==> config.mk <==
export PLATFORM = sky130hd
export DESIGN_NAME = vram_writer
export DESIGN_NICKNAME = d
export VERILOG_FILES = /design/src/rtl/vram_writer.sv
export SDC_FILE = /design/constraint.sdc
export NUM_CORES = 1
export LEC_CHECK = 0
export CAP_MARGIN = 20
export CORE_ASPECT_RATIO = 0.8
export CORE_MARGIN = 3
export CORE_UTILIZATION = 45
export DETAILED_ROUTE_END_ITERATION = 12
export PLACE_DENSITY_LB_ADDON = 0.25
export RECOVER_POWER = 100
export SETUP_SLACK_MARGIN = 0.2
export SYNTH_ARGS = -nofsm -noshare
export SYNTH_HDL_FRONTEND = slang
export SYNTH_SLANG_ARGS = --single-unit
==> constraint.sdc <==
create_clock -name clk -period 5.2 [get_ports clk]
set_clock_uncertainty 0.1 [all_clocks]
set_input_delay 0.78 -clock clk [delete_from_list [all_inputs] [get_ports clk]]
set_output_delay 0.78 -clock clk [all_outputs]
set_load 0.005 [all_outputs]
==> src/rtl/vram_writer.sv <==
// Write-side VRAM master: turns plot/fill cell commands into masked 16-bit word writes.
// Define VRAM_WR_FIFO_EN to put a FIFO_DEPTH-entry command FIFO in front of the FSM.
module vram_writer #(
  parameter int unsigned BASE_ADDR  = 1,
  parameter int unsigned H_CELLS    = 160,
  parameter int unsigned V_CELLS    = 60,
  parameter int unsigned ADDR_WIDTH = 14,
  parameter int unsigned FIFO_DEPTH = 4
) (
  input  logic                  clk,
  input  logic                  rst_n,
  input  logic                  cmd_valid,
  output logic                  cmd_ready,
  input  logic                  cmd_fill,
  input  logic [7:0]            cmd_col,
  input  logic [5:0]            cmd_row,
  input  logic [5:0]            cmd_color,
  output logic                  busy,
  output logic                  err,
  input  logic                  err_clr,
  output logic                  vram_wen,
  output logic [ADDR_WIDTH-1:0] vram_waddr,
  output logic [15:0]           vram_wdata,
  output logic [15:0]           vram_wmask
);

  localparam int unsigned WORDS_PER_ROW = H_CELLS / 2;
  localparam int unsigned FILL_WORDS    = WORDS_PER_ROW * V_CELLS;

  typedef struct packed {
    logic       fill;
    logic [7:0] col;
    logic [5:0] row;
    logic [5:0] color;
  } cmd_t;

  typedef enum logic {S_IDLE, S_FILL} state_t;

  if ((FIFO_DEPTH < 2) || ((FIFO_DEPTH & (FIFO_DEPTH - 1)) != 0)) begin : g_bad_fifo_depth
    $error("vram_writer: FIFO_DEPTH must be a power of two >= 2");
  end

  state_t                r_state;
  logic                  r_busy;
  logic                  r_err;
  logic                  r_wen;
  logic [ADDR_WIDTH-1:0] r_waddr;
  logic [15:0]           r_wdata;
  logic [15:0]           r_wmask;

  cmd_t                  w_in_cmd;
  cmd_t                  w_cmd;
  logic                  w_cmd_valid;
  logic                  w_take;
  logic                  w_in_range;
  logic                  w_fill_last;
  logic [ADDR_WIDTH-1:0] w_plot_addr;
  logic [15:0]           w_wdata;

  assign w_in_cmd = '{fill: cmd_fill, col: cmd_col, row: cmd_row, color: cmd_color};

`ifdef VRAM_WR_FIFO_EN
  localparam int unsigned PTR_W = $clog2(FIFO_DEPTH);

  cmd_t             r_fifo [FIFO_DEPTH];
  logic [PTR_W-1:0] r_wr_ptr;
  logic [PTR_W-1:0] r_rd_ptr;
  logic [PTR_W:0]   r_count;
  logic             w_push;

  assign cmd_ready   = (r_count != (PTR_W+1)'(FIFO_DEPTH));
  assign w_push      = cmd_valid && cmd_ready;
  assign w_cmd_valid = (r_count != '0);
  assign w_cmd       = r_fifo[r_rd_ptr];

  // Storage needs no reset: entries are only read once counted in.
  always_ff @(posedge clk) begin
    if (w_push) r_fifo[r_wr_ptr] <= w_in_cmd;
  end

  always_ff @(posedge clk or negedge rst_n) begin
    if (!rst_n) begin
      r_wr_ptr <= '0;
      r_rd_ptr <= '0;
      r_count  <= '0;
    end else begin
      if (w_push) r_wr_ptr <= r_wr_ptr + PTR_W'(1);
      if (w_take) r_rd_ptr <= r_rd_ptr + PTR_W'(1);
      if (w_push && !w_take)      r_count <= r_count + (PTR_W+1)'(1);
      else if (!w_push && w_take) r_count <= r_count - (PTR_W+1)'(1);
    end
  end
`else
  assign cmd_ready   = !r_busy;
  assign w_cmd_valid = cmd_valid;
  assign w_cmd       = w_in_cmd;
`endif

  assign w_take      = w_cmd_valid && !r_busy;
  assign w_in_range  = (32'(w_cmd.col) < H_CELLS) && (32'(w_cmd.row) < V_CELLS);
  assign w_plot_addr = ADDR_WIDTH'(BASE_ADDR)
                     + ADDR_WIDTH'(WORDS_PER_ROW) * ADDR_WIDTH'(w_cmd.row)
                     + ADDR_WIDTH'(w_cmd.col[7:1]);
  assign w_wdata     = {2'b00, w_cmd.color, 2'b00, w_cmd.color};
  assign w_fill_last = (r_waddr == ADDR_WIDTH'(BASE_ADDR + FILL_WORDS - 1));

  // Command FSM: plots complete in IDLE, fills stream one word per cycle in FILL.
  always_ff @(posedge clk or negedge rst_n) begin
    if (!rst_n) begin
      r_state <= S_IDLE;
      r_busy  <= 1'b0;
      r_err   <= 1'b0;
      r_wen   <= 1'b0;
      r_waddr <= '0;
      r_wdata <= '0;
      r_wmask <= '0;
    end else begin
      r_wen <= 1'b0;
      if (err_clr) r_err <= 1'b0;
      case (r_state)
        S_IDLE: begin
          if (w_take) begin
            if (w_cmd.fill) begin
              r_state <= S_FILL;
              r_busy  <= 1'b1;
              r_wen   <= 1'b1;
              r_waddr <= ADDR_WIDTH'(BASE_ADDR);
              r_wdata <= w_wdata;
              r_wmask <= 16'hFFFF;
            end else if (w_in_range) begin
              r_wen   <= 1'b1;
              r_waddr <= w_plot_addr;
              r_wdata <= w_wdata;
              r_wmask <= w_cmd.col[0] ? 16'h00FF : 16'hFF00;
            end else begin
              r_err <= 1'b1;  // set wins over a coincident err_clr
            end
          end
        end
        S_FILL: begin
          if (w_fill_last) begin
            r_state <= S_IDLE;
            r_busy  <= 1'b0;
          end else begin
            r_wen   <= 1'b1;
            r_waddr <= r_waddr + ADDR_WIDTH'(1);
          end
        end
        default: r_state <= S_IDLE;
      endcase
    end
  end

  assign busy       = r_busy;
  assign err        = r_err;
  assign vram_wen   = r_wen;
  assign vram_waddr = r_waddr;
  assign vram_wdata = r_wdata;
  assign vram_wmask = r_wmask;

endmodule

=== Yosys cells after proc, flatten, opt, wreduce, memory -nomap -nowiden ===
Index checks and enable logic that the tools add are counted.

* Bits in registers: 50
* Output and inout port bits: 50
* Logic and storage cells: 54

* $add $sub $neg: 3
* Multipliers: 1
* Magnitude comparators: 2
* Equal/unequal tests: 6
* Muxes and demuxes: 27
* Bitwise operators: 1
* Reductions and logical operators: 7

{| class="wikitable"
|+ Operators with widths
! operator !! count
|-
| 16-bit 2-to-1 mux || 5
|-
| 14-bit 2-to-1 mux || 4
|-
| 14-bit one-hot mux with 2 select lines || 1
|-
| 1-bit by 13-bit adder with 14-bit output (first input constant) || 1
|-
| 14-bit by 1-bit adder with 14-bit output (second input constant) || 1
|-
| 14-bit by 7-bit adder with 14-bit output || 1
|-
| 14-bit by 13-bit == test with 1-bit output (second input constant) || 1
|-
| 1-bit 2-to-1 mux || 14
|-
| 3-bit by 6-bit multiplier with 9-bit output (first input constant) || 1
|-
| 3-bit AND reduction || 3
|-
| 8-bit < comparator (second input constant) || 1
|-
| 6-bit < comparator (second input constant) || 1
|-
| 2-bit inequality test (second input constant) || 3
|-
| 1-bit one-hot mux with 2 select lines || 3
|-
| 3-bit inequality test (second input constant) || 1
|-
| 1-bit logical AND || 2
|-
| 2-bit by 1-bit inequality test with 1-bit output (second input constant) || 1
|-
| 2-bit nonzero test || 1
|-
| 1-bit logical NOT || 1
|-
| 1-bit inverter || 1
|}

=== Logic depth before layout (Yosys ltp) ===
Gate-level depths: netlist of the first run.

* Depth in word-level cells: 7
* Mapped depth: 9

=== Least setup slack after synthesis of the first run ===
No wires, ideal clock.

* Kind: input-to-reg
* From: in cmd_row[1]
* To: reg r_waddr[11], in the netlist vram_waddr[11]
* Arrival time: 2.444 ns
* Path slack: 2.530 ns
* Stages: 8
* Buffers on the path: 0
* Path through: ha_1 > ha_1 > inv_1 > fa_1 > nand3b_1 > nor4_1 > xnor2_1 > o22ai_1

* Longest elaborated chain between the ends: 7

{| class="wikitable"
|+ Ends and longest elaborated chain
! item !! line !! text
|-
| start: declaration || 16 || <nowiki>input logic [5:0] cmd_row,</nowiki>
|-
| 3-bit by 6-bit multiplier with 9-bit output || 102 || <nowiki>+ ADDR_WIDTH'(WORDS_PER_ROW) * ADDR_WIDTH'(w_cmd.row)</nowiki>
|-
| 1-bit by 13-bit adder with 14-bit output || 102 ||
|-
| 14-bit by 7-bit adder with 14-bit output || 103 || <nowiki>+ ADDR_WIDTH'(w_cmd.col[7:1]);</nowiki>
|-
| 14-bit 2-to-1 mux || 130 || <nowiki>end else if (w_in_range) begin</nowiki>
|-
| 14-bit 2-to-1 mux || 123 || <nowiki>if (w_cmd.fill) begin</nowiki>
|-
| 14-bit 2-to-1 mux || 122 || <nowiki>if (w_take) begin</nowiki>
|-
| 14-bit one-hot mux with 2 select lines || 120 || <nowiki>case (r_state)</nowiki>
|-
| end signal: assignment || 127 || <nowiki>r_waddr <= ADDR_WIDTH'(BASE_ADDR);</nowiki>
|-
| end signal: assignment || 132 || <nowiki>r_waddr <= w_plot_addr;</nowiki>
|-
| end signal: assignment || 146 || <nowiki>r_waddr <= r_waddr + ADDR_WIDTH'(1);</nowiki>
|-
| end: declaration || 47 || <nowiki>logic [ADDR_WIDTH-1:0] r_waddr;</nowiki>
|}

Several ways; a longest one is shown, not always the timed one. The select of a mux whose other input is x is not followed.
A chain may end at the register's enable or synchronous reset.

=== Final worst setup path of the first run ===
* From: in cmd_row[5]
* To: reg r_waddr[7], in the netlist vram_waddr[7]

* Longest elaborated chain between the ends: 4

{| class="wikitable"
|+ Ends and longest elaborated chain
! item !! line !! text
|-
| 6-bit < comparator || 100 || <nowiki>assign w_in_range = (32'(w_cmd.col) < H_CELLS) && (32'(w_cmd.row) < V_CELLS);</nowiki>
|-
| 1-bit logical AND || 100 ||
|-
| 3-bit inequality test (no line) || n/a ||
|-
| 3-bit AND reduction (no line) || n/a ||
|}

No other way between the ends.

==> summary.txt, run 1 <==
Pleak: 1.230 nW
Synth Cell Area: 2023 µm²
wl on met1: 2206 µm
Worst Max-Slew Pin Slew: 1.578 ns
most frequent cells after synthesis: dfrtp_1, buf_4, a21oi_1, nor2_1, inv_1
Max Freq: 0.3028 GHz
r2r worst-path depth: 4
hold buffer count at cts: 0
Longest Clk Path Bufs: 2
vias in the first global route: 1,731
Pre-antenna DRT Iters: 4
remaining antenna violation count: 0
DRC: 0
DR WL met3: 378 µm
max_cap viols: 1
Synth Register Bits: 26
post-synthesis cell count: 223
post_cts resized: 0
Unique masters post-synth: 50
Die W: 80.97 µm
R2R Path Start: r_state
P per Cell Area: 176.1 nW/µm²
Hold Startpoint: vram_wdata[5]
H-tree levels: 1
num rows: 21
Total GRT Usage: 0.1977
HPWL Detailed: 3920 µm
worst skew pair latency: 0.28 ns
worst min path class: flip-flop to flip-flop
Period minus WS final: 3.302 ns
TritonCTS buffer count: 3
CP bufs+invs: 1
unrepaired setup endpoints after global routing: false
critical path type: input pin to flip-flop
Pwr Total: 0.4660 mW
status: complete, but fails checks
Critical R2R Capture: vram_waddr[7]
Area Overhead vs Synth: 30.80%
routability congestion estimate: 0.8459
slowest CP cell: a21oi_1
Overflow after GRT: 0
Setup Viol. Count Final: 0
reg-to-reg slack, setup: 2.12 ns
Highest Signal Layer: met4
WL final: 5005 µm
Worst path max stage delay: 1.21 ns
max-slew violations: 24
vias: 1,839
Fin. Hold Viols: 0
Synth area leader: dfrtp_1
die area: 5342 µm²
Reg clk slew, reported paths: 0.10 ns
layout cell share with drive strength beyond 1: 0.05515
CTS Root Cell: clkbuf_8
most frequent cell after synthesis: dfrtp_1
Post-synth ARST share: 1.000
CP endpoint kind: flip-flop
Seq/Total Area, Yosys: 0.3216
vias per cell: 5.590
critical path arrival: 3.28 ns
Starting Density: 0.4753
Antenna diodes: 0
DR iter-0 viols: 157
delay-heaviest family, CP: compound AO/OA/AOI/OAI gates
Synthesis Warnings: 0
Synth area leaders: dfrtp_1, buf_4, ha_1
Hold EP: vram_wdata[5]
Core ar.: 4257 µm²
largest net degree at the start of global routing: 27
PortBufs: 70
num ports: 75
Post-CTS Repair Setup Buffers: 0
CTS tree: done
Crit path required time: 5.18 ns
worst vdd ir: 0.0001108 V
global-route wire length before repair: 8293 µm
final period utilization: 0.6350
Mapped Avg Cell Area: 9.073 µm²
failing checks: capacitance limit, slew limit
die height: 65.98 µm
Main synth FF type: dfrtp_1
CTS Sinks: 26
CP Max Fanout: 23
critical path cell sequence: dlygate4sd3_1 -> nand4_1 -> a21o_1 -> a21oi_1 -> o21ai_0
Rel. slew slack: -0.05183
TNS Setup: 0 ns
number of synthesized flops with an enable pin: 0
startpoint types: input pin
hold path cells: 1
initial antenna violation count: 0
Layout Nets: 313
Routed WL per cell: 15.21 µm
WL met2: 2364 µm
post-synth top area share: 0.3216
-- worst reg2reg max path, cell delays in order, from the launching register on --
cell	delay, ns
dfrtp_1	0.65
inv_1	0.35
and3_1	0.28
a21oi_1	1.19
o21ai_0	0.33
-- sequential cells by signal (all words and copies together), names as in the netlist --
signal / cells
vram_wen: 1
r_state: 1
vram_waddr: 14
vram_wmask: 2
err: 1
vram_wdata: 6
busy: 1
-- stage by stage --
stage	util	instance area, µm²	hold WS (ns)	setup slack (ns)	cells
after floorplan	-	2034	0.3844	2.530	226
after global placement	0.6102	2597	0.4130	1.836	325
after detailed placement	0.6102	2597	0.4229	1.838	325
after CTS	0.6270	2669	0.4435	2.137	329
after global routing	0.6217	2646	0.4534	1.649	329
final	0.6217	2646	0.4299	1.898	329
-- kinds of logic after synthesis --
| kind of cell | count (synthesis) | share of synthesized area |
|---|---|---|
| simple gates | 57 | 0.1515 |
| xor+xnor | 11 | 0.04762 |
| compound gates | 63 | 0.2128 |
| other cells | 1 | 0.001854 |
| fa+ha+maj | 15 | 0.09648 |
| flops | 26 | 0.3216 |
| mux | 6 | 0.03339 |
| buf+inv | 44 | 0.1348 |
-- worst max-delay path by stage --
stage | startpoint | end | slack [ns] | depth (start not counted)
2_1_floorplan | cmd_row[1] | vram_waddr[11] | 2.53 | 8
3_3_place_gp | cmd_row[3] | vram_waddr[11] | 1.84 | 10
3_5_place_dp | cmd_row[3] | vram_waddr[11] | 1.84 | 10
4_1_cts | cmd_row[3] | vram_waddr[11] | 2.14 | 10
5_1_grt | cmd_row[5] | vram_waddr[7] | 1.65 | 5
6_report | cmd_row[5] | vram_waddr[7] | 1.90 | 5
-- layout make-up --
class / instances / area [µm²]
Fill cell: 388 / 1610
Inverter: 15 / 56.30
Clock buffer: 3 / 41.29
Timing Repair Buffer: 71 / 704.4
Multi-Input combinational cell: 156 / 1092
Tap cell: 57 / 71.32
Clock inverter: 1 / 30.03
Sequential cell: 26 / 650.6
-- power breakdown --
| group | switching, mW | internal [mW] | total [mW] |
|---|---|---|---|
| registers | 0.00000000000000000736 | 0.202 | 0.202 |
| logic | 0.0468 | 0.0457 | 0.0925 |
| clock network | 0.0684 | 0.103 | 0.171 |
-- cell usage in the layout, fill, tap and decap left out, drive strengths merged, types with 4 or more instances in the layout --
cell type      Yosys  routed
ha                14      14
o21ai             12      12
clkbuf             1       4
dlygate4sd3        0      49
dfrtp             26      26
conb               1       4
and3               4       4
nand3              9       9
a21oi             19      19
a31oi              6       6
xor2               4       4
nand2              7       7
nor2              16      16
xnor2              7       7
nor3               4       4
clkdlybuf4s50      0      21
mux2               6       6
inv               15      15
o22ai              5       5
-- routing by layer --
metal	global-route usage	up-vias
met5	0	-
met4	0.04641	0
met3	0.05177	6
met2	0.2992	77
met1	0.2803	867
li1	-	889
Power figures use the tool's default switching activity.
==> run 2: changes to the inputs <==
Settings changed: CORE_UTILIZATION 45 to 41.
Clock period 5.2 ns to 2.75 ns, I/O delays scaled along.
==> run 2 against run 1 <==
Against the previous run: the run now ends clean; register-to-register slack worse by 1.8 ns; combinational power increased by 140%; worst hold slack got worse by 0.0018 ns; final cell count rose by 6.1%; first-iteration DRC count fell by 36%; global-route usage shrank 1.8 points; sequential share of layout area down 1.4 points; via count increased by 5.9%; total power increased by 84%; design area up 6.1%; wire length is 9.5% higher; critical endpoint is now vram_waddr[10].
==> summary.txt, run 2 (synthesized netlist as in run 1, its figures left out) <==
status: finished clean
Pleak: 1.343 nW (+9.2%)
global-route wire length before repair: 8390 µm (+1.2%)
worst min path class: flip-flop to flip-flop
die area: 5819 µm² (+8.9%)
WL final: 5482 µm (+9.5%)
Pre-antenna DRT Iters: 4 (unchanged)
Starting Density: 0.4324 (-0.04296)
Hold EP: vram_wdata[9]
critical path arrival: 2.58 ns (-0.70 ns)
worst skew pair latency: 0.27 ns (about the same)
CP Max Fanout: 4 (-83%)
Core Util, Final: 0.6000 (-0.02169)
Worst Max-Slew Pin Slew: 1.421 ns (-0.1568 ns)
most frequent cells in the layout: dlygate4sd3_1, dfrtp_1, clkdlybuf4s50_1
Fin. Hold Viols: 0 (unchanged)
CP Launch Point: cmd_row[5]
r2r worst-path depth: 7 (+3)
routability congestion estimate: 0.8680 (+2.6%)
startpoint types: input pin
P per Cell Area: 305.2 nW/µm² (+73%)
reg-to-reg slack, setup: 0.33 ns (-1.79 ns)
Reg clk slew, reported paths: 0.09 ns (about the same)
Placed Cells: 344 (+5.8%)
critical path type: input pin to flip-flop
Layout Nets: 330 (+5.4%)
vias in the first global route: 1,743 (+0.69%)
Overflow after GRT: 0 (unchanged)
hold path cells: 1 (unchanged)
DR iter-0 viols: 100 (-36%)
TritonCTS buffer count: 3 (unchanged)
Hold Startpoint: vram_wdata[9]
max-slew violations: 0 (-100%)
H-tree levels: 1 (unchanged)
max_cap viols: 0 (-1)
Crit path required time: 2.79 ns (-2.39 ns)
commonest non-fill, non-tap cell in the layout: dlygate4sd3_1
initial antenna violation count: 0 (unchanged)
Hold Slack: 0.4281 ns (-0.001774 ns)
Setup Viol. Count Final: 0 (unchanged)
CTS Root Cell: clkbuf_8
CP endpoint kind: flip-flop
Area Overhead vs Synth: 38.78%
PortBufs: 70 (unchanged)
Rel. slew slack: 0.05271 (+0.1045)
TNS Setup: 0 ns (unchanged)
worst vdd ir: 0.0001879 V (+70%)
die height: 68.83 µm (+4.3%)
HPWL Detailed: 4171 µm (+6.4%)
Critical R2R Capture: vram_waddr[5]
Total GRT Usage: 0.1796 (-0.01804)
vias per cell: 5.582 (-0.14%)
Routed WL per cell: 15.71 µm (+3.3%)
Core ar.: 4679 µm² (+9.9%)
layout cell share with drive strength beyond 1: 0.1280 (+0.07288)
non-filler instance count after layout: 349 (+6.1%)
Max Freq: 0.3937 GHz
unrepaired setup endpoints after global routing: false
final period utilization: 0.9236
num rows: 22 (+4.8%)
remaining antenna violation count: 0 (unchanged)
Die W: 84.54 µm (+4.4%)
Period minus WS final: 2.540 ns
largest net degree at the start of global routing: 27 (unchanged)
Longest Clk Path Bufs: 2 (unchanged)
DRC: 0 (unchanged)
hold buffer count at cts: 0 (unchanged)
Antenna diodes: 0 (unchanged)
num ports: 75 (unchanged)
CTS tree: done
vias: 1,948 (+5.9%)
number of flip-flops under the largest register name: 14 (unchanged)
CTS Sinks: 26 (unchanged)
R2R Path Start: vram_waddr[0]
-- run 2: cell count changes in the layout (fill, tap and decap cells not counted), sizes merged --
| cell | change |
|---|---|
| buf | +15 |
| dlymetal6s2s | +4 |
| clkbuf | +3 |
| clkdlybuf4s50 | -3 |
| bufinv | -1 |
| dlygate4sd3 | -1 |
-- run 2: final cells by class --
cell class | count | area (µm²)
repair buffers | 88 | 834.6
multi-input cells | 156 | 1136
flip-flops and latches | 26 | 650.6
inverters | 15 | 56.30
clock buffers | 4 | 55.05
well taps | 60 | 75.07
fillers | 423 | 1872
-- run 2: report_power, final --
part / internal [mW] / leakage (nW) / switching (mW)
clock network: 0.128 / 0.0288 / 0.124
registers: 0.382 / 0.306 / 0.0000000000000000135
logic: 0.116 / 1.01 / 0.107
total: 0.626 / 1.34 / 0.231
-- run 2: worst max-delay path by stage --
stage	to	slack [ns]	depth (start not counted)
6_report	vram_waddr[10]	0.21	8
2_1_floorplan	vram_waddr[11]	0.45	8
3_5_place_dp	vram_waddr[12]	-0.12	10
3_3_place_gp	vram_waddr[11]	-0.07	9
4_1_cts	vram_waddr[10]	0.19	10
5_1_grt	vram_waddr[12]	0.08	8
-- run 2: timing repair --
action / CTS / global route
pin swaps: 1 / 4
setup endpoints to repair: 2 / 6
gates resized for setup: 1 / 13
hold endpoints to repair: 0 / 0
setup buffers: 1 / 0
-- run 2: critical path: stages --
cell and delay [ns]:
dlygate4sd3_1 0.55, ha_1 0.29, ha_1 0.38, xnor2_2 0.22
nand3b_1 0.14, nor2_1 0.25, xnor2_1 0.17, o221ai_1 0.15
-- run 2: metal layers --
layer	up-vias	global-route usage	part of all wire
met2	86	0.2852	0.47
met1	933	0.2599	0.45
met5	-	0	0
li1	923	-	-
met3	6	0.03088	0.068
met4	0	0.03557	0.0095
-- run 2: stage by stage --
stage          setup WS, ns  power (mW)  instance area, µm²
2_1_floorplan        0.4477      0.4970                2034
3_3_place_gp       -0.07067      0.5920                2721
3_5_place_dp        -0.1234      0.5943                2721
4_1_cts              0.1945      0.8512                2790
5_1_grt             0.07685      0.9003                2808
6_report             0.2100      0.8569                2808
==> run 3: changes to the inputs <==
Settings changed: CTS_BUF_LIST set to sky130_fd_sc_hd__clkbuf_16.
==> run 3 against run 2 <==
Against the previous run: utilization up 1.2 points; fmax up 0.71%; critical path depth unchanged.
==> summary.txt, run 3 (synthesized netlist as in run 1, its figures left out) <==
initial antenna violation count: 0 (unchanged)
Reg area: 650.6 µm² (unchanged)
WL final: 5459 µm (-0.42%)
Core Util, Final: 0.6120 (+0.01203)
max-slew violations: 0 (unchanged)
global-route wire length before repair: 8535 µm (+1.7%)
final period utilization: 0.9171 (-0.006497)
Reg clk slew, reported paths: 0.07 ns (-0.02 ns)
vias in the first global route: 1,756 (+0.75%)
number of flip-flops under the largest register name: 14 (unchanged)
DRC: 0 (unchanged)
Antenna diodes: 0 (unchanged)
CP endpoint kind: flip-flop
CTS Sinks: 26 (unchanged)
H-tree levels: 1 (unchanged)
r2r worst-path depth: 7 (unchanged)
layout cell share with drive strength beyond 1: 0.1419 (+0.01384)
max_cap viols: 0 (unchanged)
unrepaired setup endpoints after global routing: false
vias: 1,948 (unchanged)
DR iter-0 viols: 110 (+10%)
die area: 5819 µm² (unchanged)
DR WL met3: 352 µm (-6.1%)
CP Max Fanout: 4 (unchanged)
Highest Signal Layer: met4
vias per cell: 5.582 (unchanged)
worst vdd ir: 0.0002753 V (+47%)
Period minus WS final: 2.522 ns (-0.01787 ns)
die height: 68.83 µm (unchanged)
remaining antenna violation count: 0 (unchanged)
commonest non-fill, non-tap cell in the layout: dlygate4sd3_1
Pre-antenna DRT Iters: 4 (unchanged)
Total GRT Usage: 0.1830 (+0.003375)
HPWL Detailed: 4171 µm (unchanged)
Fillers: 418 (-1.2%)
Crit path required time: 2.79 ns (about the same)
CTS tree: done
pre-CTS WS: -0.1234 ns (unchanged)
Area Overhead vs Synth: 41.56%
Core ar.: 4679 µm² (unchanged)
Max Freq: 0.3965 GHz (+0.71%)
Pleak: 1.363 nW (+1.5%)
P per Cell Area: 327.4 nW/µm² (+7.3%)
Die W: 84.54 µm (unchanged)
hold path cells: 1 (unchanged)
Longest Clk Path Bufs: 2 (unchanged)
Pwr Total: 0.9377 mW (+9.4%)
Overflow after GRT: 0 (unchanged)
num rows: 22 (unchanged)
Worst Max-Slew Pin Slew: 1.460 ns (+0.03903 ns)
wl on met1: 2510 µm (+1.2%)
Routed WL per cell: 15.64 µm (-0.42%)
hold buffer count at cts: 0 (unchanged)
Final WS setup: 0.2279 ns (+0.01787 ns)
num ports: 75 (unchanged)
worst min path class: flip-flop to flip-flop
routability congestion estimate: 0.8680 (unchanged)
critical path type: input pin to flip-flop
WL met2: 2518 µm (-2.1%)
Fin. Hold Viols: 0 (unchanged)
Layout Nets: 330 (unchanged)
largest net degree at the start of global routing: 27 (unchanged)
status: finished clean
combined area of the multi-input logic cells: 1169 µm² (+2.9%)
worst skew pair latency: 0.26 ns (about the same)
Rel. slew slack: 0.02669 (-0.02602)
critical path arrival: 2.57 ns (about the same)
TritonCTS buffer count: 3 (unchanged)
Starting Density: 0.4324 (unchanged)
Setup Viol. Count Final: 0 (unchanged)
most frequent cells in the layout: dlygate4sd3_1, dfrtp_1, clkdlybuf4s50_1
Hold Slack: 0.4217 ns (-0.006421 ns)
non-filler instance count after layout: 349 (unchanged)
Placed Cells: 344 (unchanged)
PortBufs: 70 (unchanged)
startpoint types: input pin
CTS Root Cell: clkbuf_16
-- run 3: repair_timing --
item | CTS | global route
pin swaps | 1 | 5
setup endpoints to repair | 3 | 6
setup buffers | 1 | 0
resized for setup | 3 | 15
-- run 3: metrics by stage --
| step | TNS [ns] | instance area [µm²] |
|---|---|---|
| after floorplan | 0 | 2034 |
| after CTS | 0 | 2820 |
| after global routing | 0 | 2864 |
| after global placement | -0.2059 | 2721 |
| final | 0 | 2864 |
| after detailed placement | -0.3245 | 2721 |
-- run 3: area by class of cell --
type	count	share of cell area
Multi-Input combinational cell	156	0.4080
Clock inverter	1	0.001311
Clock buffer	3	0.02621
Timing Repair Buffer	88	0.2914
Sequential cell	26	0.2272
Tap cell	60	0.02621
Inverter	15	0.01966
-- run 3: final timing paths --
kind,startpoint,endpoint,slack [ns]
min,vram_wdata[9],vram_wdata[9],0.42
max reg2reg,vram_waddr[0],vram_waddr[5],0.33
max,cmd_row[5],vram_waddr[11],0.23
min reg2reg,vram_wdata[9],vram_wdata[9],0.42
min in group asynchronous,rst_n,vram_wen,0.92
max in group asynchronous,rst_n,vram_waddr[9],0.77
-- run 3: power by group --
| part | leakage, nW | internal (mW) | total [mW] | switching (mW) |
|---|---|---|---|---|
| Sequential | 0.306 | 0.382 | 0.382 | 0.0000000000000000135 |
| Clock | 0.0385 | 0.195 | 0.324 | 0.129 |
| Combinational | 1.02 | 0.120 | 0.232 | 0.112 |
-- run 3: critical path, cell delays in order --
cell           delay [ns]
dlygate4sd3_1        0.55
ha_1                 0.29
ha_2                 0.41
nand3_1              0.13
and3_1               0.22
nor4_2               0.30
xnor2_1              0.16
o22ai_1              0.09
-- run 3: routing by layer --
layer  global-route usage  vias to the layer above
li1                     -                      924
met1               0.2642                      934
met2               0.2920                       82
met3              0.03088                        8
met4              0.03557                        0
met5                    0                        -
